**config.mk**
```make
export PLATFORM = sky130hd
export DESIGN_NAME = mem_bus_arbiter
export DESIGN_NICKNAME = d
export VERILOG_FILES = /design/src/rtl/mem_bus_arbiter.sv
export SDC_FILE = /design/constraint.sdc
export NUM_CORES = 1
export LEC_CHECK = 0
export ABC_AREA = 0
export BUFFER_PORTS_ARGS = -buffer_cell sky130_fd_sc_hd__buf_2
export CORE_AREA = 4 4 116 118
export CTS_CLUSTER_DIAMETER = 40
export DETAILED_ROUTE_END_ITERATION = 10
export DIE_AREA = 0 0 120 122
export GPL_ROUTABILITY_DRIVEN = 0
export GPL_TIMING_DRIVEN = 0
export PLACE_DENSITY_LB_ADDON = 0.25
export SLEW_MARGIN = 20
export SYNTH_ARGS = -nofsm -noshare
export SYNTH_HDL_FRONTEND = slang
export SYNTH_SLANG_ARGS = --single-unit
```
**constraint.sdc**
```tcl
create_clock -name clock -period 3 [get_ports clock]
set_clock_uncertainty 0.05 [all_clocks]
set_input_delay 0.45 -clock clock [delete_from_list [all_inputs] [get_ports clock]]
set_output_delay 0.45 -clock clock [all_outputs]
set_load 0.005 [all_outputs]
```
**src/rtl/mem_bus_arbiter.sv**
```systemverilog
// Two-master (CPU/DMA) arbiter for the memory controller's single bus port.
// Each access runs IDLE -> ISSUE -> COMPLETE; DMA wins ties up to DMA_BURST_MAX in a row.
module mem_bus_arbiter #(
    parameter int DMA_BURST_MAX = 16
) (
    input  logic        clock,
    input  logic        reset,
    input  logic        cpu_req,
    input  logic [31:0] cpu_addr,
    input  logic [31:0] cpu_wdata,
    input  logic [1:0]  cpu_size,
    input  logic        cpu_write,
    output logic [31:0] cpu_rdata,
    output logic        cpu_done,
    output logic        cpu_pause,
    input  logic        dma_req,
    input  logic [31:0] dma_addr,
    input  logic [31:0] dma_wdata,
    input  logic [1:0]  dma_size,
    input  logic        dma_write,
    output logic [31:0] dma_rdata,
    output logic        dma_done,
    output logic        dma_pause,
    output logic [31:0] mem_addr,
    output logic [31:0] mem_wdata,
    output logic [1:0]  mem_size,
    output logic        mem_write,
    input  logic [31:0] mem_rdata,
    input  logic        mem_pause
);
    typedef enum logic [1:0] {IDLE, ISSUE, COMPLETE} state_t;

    localparam logic [7:0] BURST_MAX = 8'(DMA_BURST_MAX);

    state_t      state_q;
    logic        owner_dma_q;
    logic [7:0]  dma_run_q;
    logic        read_q;
    logic        cpu_done_q;
    logic        dma_done_q;
    logic [31:0] mem_addr_q;
    logic [31:0] mem_wdata_q;
    logic [1:0]  mem_size_q;
    logic        mem_write_q;

    logic grant_any;
    logic grant_dma;

    assign grant_any = ~mem_pause & (cpu_req | dma_req);
    assign grant_dma = dma_req & (~cpu_req | (dma_run_q != BURST_MAX));

    always_ff @(posedge clock or posedge reset) begin
        if (reset) begin
            state_q     <= IDLE;
            owner_dma_q <= 1'b0;
            dma_run_q   <= 8'd0;
            read_q      <= 1'b0;
            cpu_done_q  <= 1'b0;
            dma_done_q  <= 1'b0;
            mem_addr_q  <= 32'd0;
            mem_wdata_q <= 32'd0;
            mem_size_q  <= 2'd0;
            mem_write_q <= 1'b0;
        end else begin
            case (state_q)
                IDLE: begin
                    if (grant_any) begin
                        state_q     <= ISSUE;
                        owner_dma_q <= grant_dma;
                        if (grant_dma) begin
                            mem_addr_q  <= dma_addr;
                            mem_wdata_q <= dma_wdata;
                            mem_size_q  <= dma_size;
                            mem_write_q <= dma_write;
                            read_q      <= ~dma_write;
                        end else begin
                            mem_addr_q  <= cpu_addr;
                            mem_wdata_q <= cpu_wdata;
                            mem_size_q  <= cpu_size;
                            mem_write_q <= cpu_write;
                            read_q      <= ~cpu_write;
                        end
                        // Only a DMA grant that overtakes a waiting CPU extends the run.
                        if (grant_dma && cpu_req) begin
                            if (dma_run_q != BURST_MAX)
                                dma_run_q <= dma_run_q + 8'd1;
                        end else begin
                            dma_run_q <= 8'd0;
                        end
                    end
                end
                ISSUE: begin
                    state_q     <= COMPLETE;
                    mem_write_q <= 1'b0;
                    cpu_done_q  <= ~owner_dma_q;
                    dma_done_q  <= owner_dma_q;
                end
                default: begin
                    state_q     <= IDLE;
                    cpu_done_q  <= 1'b0;
                    dma_done_q  <= 1'b0;
                    mem_addr_q  <= 32'd0;
                    mem_wdata_q <= 32'd0;
                    mem_size_q  <= 2'd0;
                    mem_write_q <= 1'b0;
                end
            endcase
        end
    end

    assign mem_addr  = mem_addr_q;
    assign mem_wdata = mem_wdata_q;
    assign mem_size  = mem_size_q;
    assign mem_write = mem_write_q;

    assign cpu_done  = cpu_done_q;
    assign dma_done  = dma_done_q;
    // Controller read data lands in COMPLETE, one cycle after the address in ISSUE.
    assign cpu_rdata = (cpu_done_q && read_q) ? mem_rdata : 32'd0;
    assign dma_rdata = (dma_done_q && read_q) ? mem_rdata : 32'd0;
    assign cpu_pause = cpu_req & ~cpu_done_q;
    assign dma_pause = dma_req & ~dma_done_q;
endmodule
```
Word level (Yosys, flattened, before mapping)
Index checks and enable logic that the tools add are counted.
Cells by class
  muxes and demuxes: 21
  reduce and logical (&&, ||, !) cells: 7
  equal/unequal tests: 4
  add/sub/neg operators: 1
  bitwise logic cells: 14
Operators by type and width (number)
  32-bit two-way mux: 6
  32-bit case mux with 2 select lines: 2
  8-bit two-way mux: 2
  8-bit by 1-bit adder with 8-bit output (second input constant): 1
  8-bit by 5-bit != test with 1-bit output (second input constant): 1
  1-bit inverter: 8
  2-bit case mux with 2 select lines: 2
  2-bit two-way mux: 3
  1-bit AND: 4
  1-bit two-way mux: 4
  1-bit case mux with 2 select lines: 2
  2-bit AND reduction: 2
  1-bit logical AND: 3
  3-bit AND reduction: 1
  2-bit by 1-bit == test with 1-bit output (second input constant): 1
  2-bit zero test: 1
  2-bit by 1-bit != test with 1-bit output (second input constant): 1
  2-bit != test (second input constant): 1
  1-bit bitwise OR: 2
Word-level totals
  flip-flop bits (word level): 81
  logic and storage cells: 57
  output and inout bits: 135
  input bits: 171

Logic depth before layout (Yosys ltp)
  depth in word-level cells: 6
  gate-level depth with buffers: 8
  depth with buffers taken out: 6

Least setup slack after synthesis
OpenSTA, ideal clock, no wires.
  path type: register -> register
  start: register dma_run_q[5]
  end: register mem_addr_q[29] (netlist: mem_addr[29])
  data arrival time: 1.757 ns
  required time: 2.818 ns
  period minus slack after synthesis: 1.939 ns
  stages on the path, launching flop included: 7
  library setup time: 0.132 ns
  setup slack: 1.061 ns
  path buffers: 2
  cell sequence: dfrtp_1 -> or4_1 -> o21ai_2 -> buf_6 -> buf_6 -> mux2i_1 -> o21ai_1
Between the ends
  word-level cells in the longest chain between the ends: 6
Ends and longest elaborated chain
  start, declared: line 37  | logic [7:0] dma_run_q;
  start signal, assigned: line 86  | dma_run_q <= dma_run_q + 8'd1;
  8-bit by 5-bit != test with 1-bit output: line 50  | assign grant_dma = dma_req & (~cpu_req | (dma_run_q != BURST_MAX));
  1-bit bitwise OR: line 50
  1-bit AND: line 50
  32-bit two-way mux: line 70  | if (grant_dma) begin
  32-bit two-way mux: line 67  | if (grant_any) begin
  32-bit case mux with 2 select lines: line 65  | case (state_q)
  end signal, assigned: line 71  | mem_addr_q <= dma_addr;
  end signal, assigned: line 77  | mem_addr_q <= cpu_addr;
  end, declared: line 41  | logic [31:0] mem_addr_q;
No other way between the ends. The select of a mux whose other input is x is not followed.
A chain may end at the register's enable or synchronous reset.

Worst setup path in the final report
  start: register dma_run_q[5]
  end: register read_q
Between the ends
  word-level cells in the longest chain between the ends: 4
Ends and longest elaborated chain
  8-bit by 5-bit != test with 1-bit output: line 50
  1-bit bitwise OR: line 50
  1-bit AND: line 50
  1-bit two-way mux: line 70
  end signal, assigned: line 75  | read_q <= ~dma_write;
  end signal, assigned: line 81  | read_q <= ~cpu_write;
  end, declared: line 38  | logic read_q;
No other way between the ends.

==> out/summary.txt <==
Status: completed
Synth cell count leaders: dfrtp_1, nand2_1, mux2i_1
Post-CTS sizing: 0
Worst r2r src: dma_run_q[5]
Vias: 4499
Global-route usage over all layers: 19.6%
Max Clk Rate: 0.411 GHz
Warning count from the yosys run: 0
Place WS: 584 ps
Cells after DPL: 918
CP Class: reg -> reg
# rows: 41
Clk slew on worst S/H paths: 60 ps
Area of the multi-input gates: 0.00200 sq mm
Fin. Hold Viols: 0
Hold slack: 97.8 ps
Post-synth EDFFs: 0
Net Count, Synth: 613
Slack of the critical path: 569 ps
Arr. time, crit path: 2650 ps
CTS Hold Bufs: 0
CTS tree: done
Async SR Flop Fraction: 100%
Final period util: 81.0%
Top cells by area, synth: dfrtp_1, mux2i_1, and3_1, o21ai_0, nand2_1
CTS Root Cell: clkbuf_16
Critical Path Max Stage Delay: 590 ps
LEAKAGE: 3.77 nW
Slew headroom: 59.8%
Num Clock Sinks: 81
Hold Crit Class: in -> async
Layout Cells excl Fill: 935
P per Cell Area: 570 mW/mm^2
GRT overflow: 0
Yosys reg bits: 81
Post-Syn Area: 0.00421 sq mm
Final nets: 930
Average cell area after synthesis: 9.57 sq um
Worst VDD drop: 0.242 mV
CP delay by family, top: multiplexers
Top cell type's share of synthesized area: 48.1%
DP HPWL: 12300 um
Largest net degree at the start of global routing: 47
I/O pin cnt: 306
Top-count cell post-synth: dfrtp_1
Vias in the first global route: 4632
Initial antenna violation count: 1
Worst Path Buf+Inv: 1
Unrepaired setup endpoints after global routing: false
Worst Setup End Kind: flop
Global-route wire length before repair: 22700 um
Layout area overhead: 49.9%
Die height: 122 um
Slew @ Worst Pin: 600 ps
Buffer count from post-CTS setup fixing: 0
Core area: 0.0125 sq mm
Initial DRC Count: 105
Crit start category: flop
TNS Setup: 0 ps
Main synth FF type: dfrtp_1
Post-DRT Antenna Nets: 0
Chip width: 120 um
Seq/Total Area, Yosys: 48.1%
Register area: 0.00203 sq mm
Crit-path slowest cell: or4_1
Total iterations of the first detailed-routing run: 5
Final Critical Period: 2430 ps
Port buffer count: 305
Post-synth top area cell: dfrtp_1
H-tree depth: 3
Crit. Startpoint: dma_run_q[5]
DR WL/cell: 16.0 um
CTS Buf Count: 9
Worst skew pair latency: 330 ps
# setup viols final: 0
Drt drc: 0
Filler cell count: 1184
Slew Viols, Final: 0
Post-Route WL: 15000 um
Crit Path Max Fanout: 10
Via density: 4.81
Initial Utilization: 33.8%
Die area: 0.0146 sq mm
Longest Clk Path Bufs: 2
Share of layout cells above drive strength 1: 43.6%
Post-synthesis cell type count: 31
Max Cap Viol: 0
Crit path required time: 3220 ps
Crit-path cells: or4_1 > o21ai_2 > buf_6 > mux2i_1 > mux2_2
Synth Instances: 440
-- placed cells by master (no fill, tap or decap) --
| master | count |
|---|---|
| a2bb2oi_1 | 2 |
| or3_1 | 2 |
| or2_2 | 1 |
| buf_6 | 3 |
| clkbuf_8 | 5 |
| nand2b_1 | 2 |
| mux2i_1 | 68 |
| mux2_2 | 1 |
| nor4_1 | 2 |
| nor2b_1 | 3 |
| o22ai_1 | 1 |
| and3_1 | 65 |
| nand3_1 | 6 |
| inv_4 | 1 |
| nand4b_1 | 1 |
| buf_2 | 305 |
| dfrtp_1 | 81 |
| a21o_1 | 3 |
| clkbuf_16 | 9 |
| o21bai_1 | 1 |
| a211oi_1 | 1 |
| buf_1 | 1 |
| clkbuf_1 | 28 |
| o21ai_2 | 1 |
| buf_4 | 4 |
| nor2_1 | 3 |
| and2_1 | 1 |
| o31ai_1 | 1 |
| o2bb2ai_1 | 1 |
| o21ai_0 | 56 |
| buf_16 | 1 |
| inv_1 | 4 |
| nand2_1 | 73 |
| diode_2 | 1 |
| or4_1 | 2 |
| ha_1 | 2 |
| bufinv_16 | 1 |
| o21ai_1 | 20 |
-- worst reg2reg max path: cells and delay by family, from the launching register on --
| kind | cells | cell delay [ps] |
|---|---|---|
| buffers and inverters | 1 | 250 |
| AO/OA/AOI/OAI | 1 | 340 |
| AND/OR/NAND/NOR | 1 | 590 |
| flip-flops | 1 | 430 |
| multiplexers | 2 | 700 |
-- through the flow --
stage	utilization (%)	power (mW)	instance area, sq um
detailed placement	48.0	2.46	5980
global route	50.7	3.81	6310
global placement	47.8	2.42	5950
floorplan	-	1.89	4210
finish	50.7	3.60	6310
CTS	50.6	3.64	6310
-- report_power, final --
part	leakage, nW	switching [mW]	internal, mW	total (mW)
Combinational	2.54	0.561	0.469	1.03
Clock	0.162	0.413	0.759	1.17
Sequential	1.06	0.123	1.27	1.40
Total	3.77	1.10	2.50	3.60
-- registers in the layout (all words and copies together) (netlist names) --
signal       cells
owner_dma_q      1
cpu_done         1
read_q           1
mem_wdata       32
mem_addr        32
dma_done         1
mem_size         2
dma_run_q        8
state_q          2
mem_write        1
-- final timing paths --
path | to | slack [ps] | depth (start not counted)
max | read_q | 570 | 5
min | mem_addr[4] | 100 | 2
max reg2reg | read_q | 570 | 5
min reg2reg | mem_addr[0] | 420 | 2
max in group asynchronous | mem_addr[27] | 2210 | 3
min in group clock | mem_wdata[2] | 350 | 3
-- cells by family (layout without fill, tap and decap cells) --
logic type                 after synthesis  after routing  synth area share [%]
AOI/OAI and AO/OA                       87             87                  11.1
and+or+nand+nor                        161            161                  19.3
other                                    0              1                     0
muxes                                   69             69                  16.4
adders and majority gates                2              2                 0.594
DFF                                     81             81                  48.1
buffers and inverters                   40            362                  4.46
-- area by class of cell --
class / instances / share of cell area [%]
antenna: 1 / 0.0396
buffer: 35 / 2.67
clock buffer: 15 / 4.72
clock inverter: 1 / 0.476
inverter: 5 / 0.337
multi-input combinational: 319 / 31.6
sequential: 81 / 32.1
tap: 172 / 3.41
timing repair buffer: 306 / 24.6
-- per-layer routing --
metal,global-route usage [%],share of wire [%],vias up
li1,-,-,2174
met4,7.30,2.0,0
met3,3.85,7.8,16
met1,21.6,37,2095
met2,37.2,53,214
met5,0,0,-
Power figures use the tool's default switching activity.
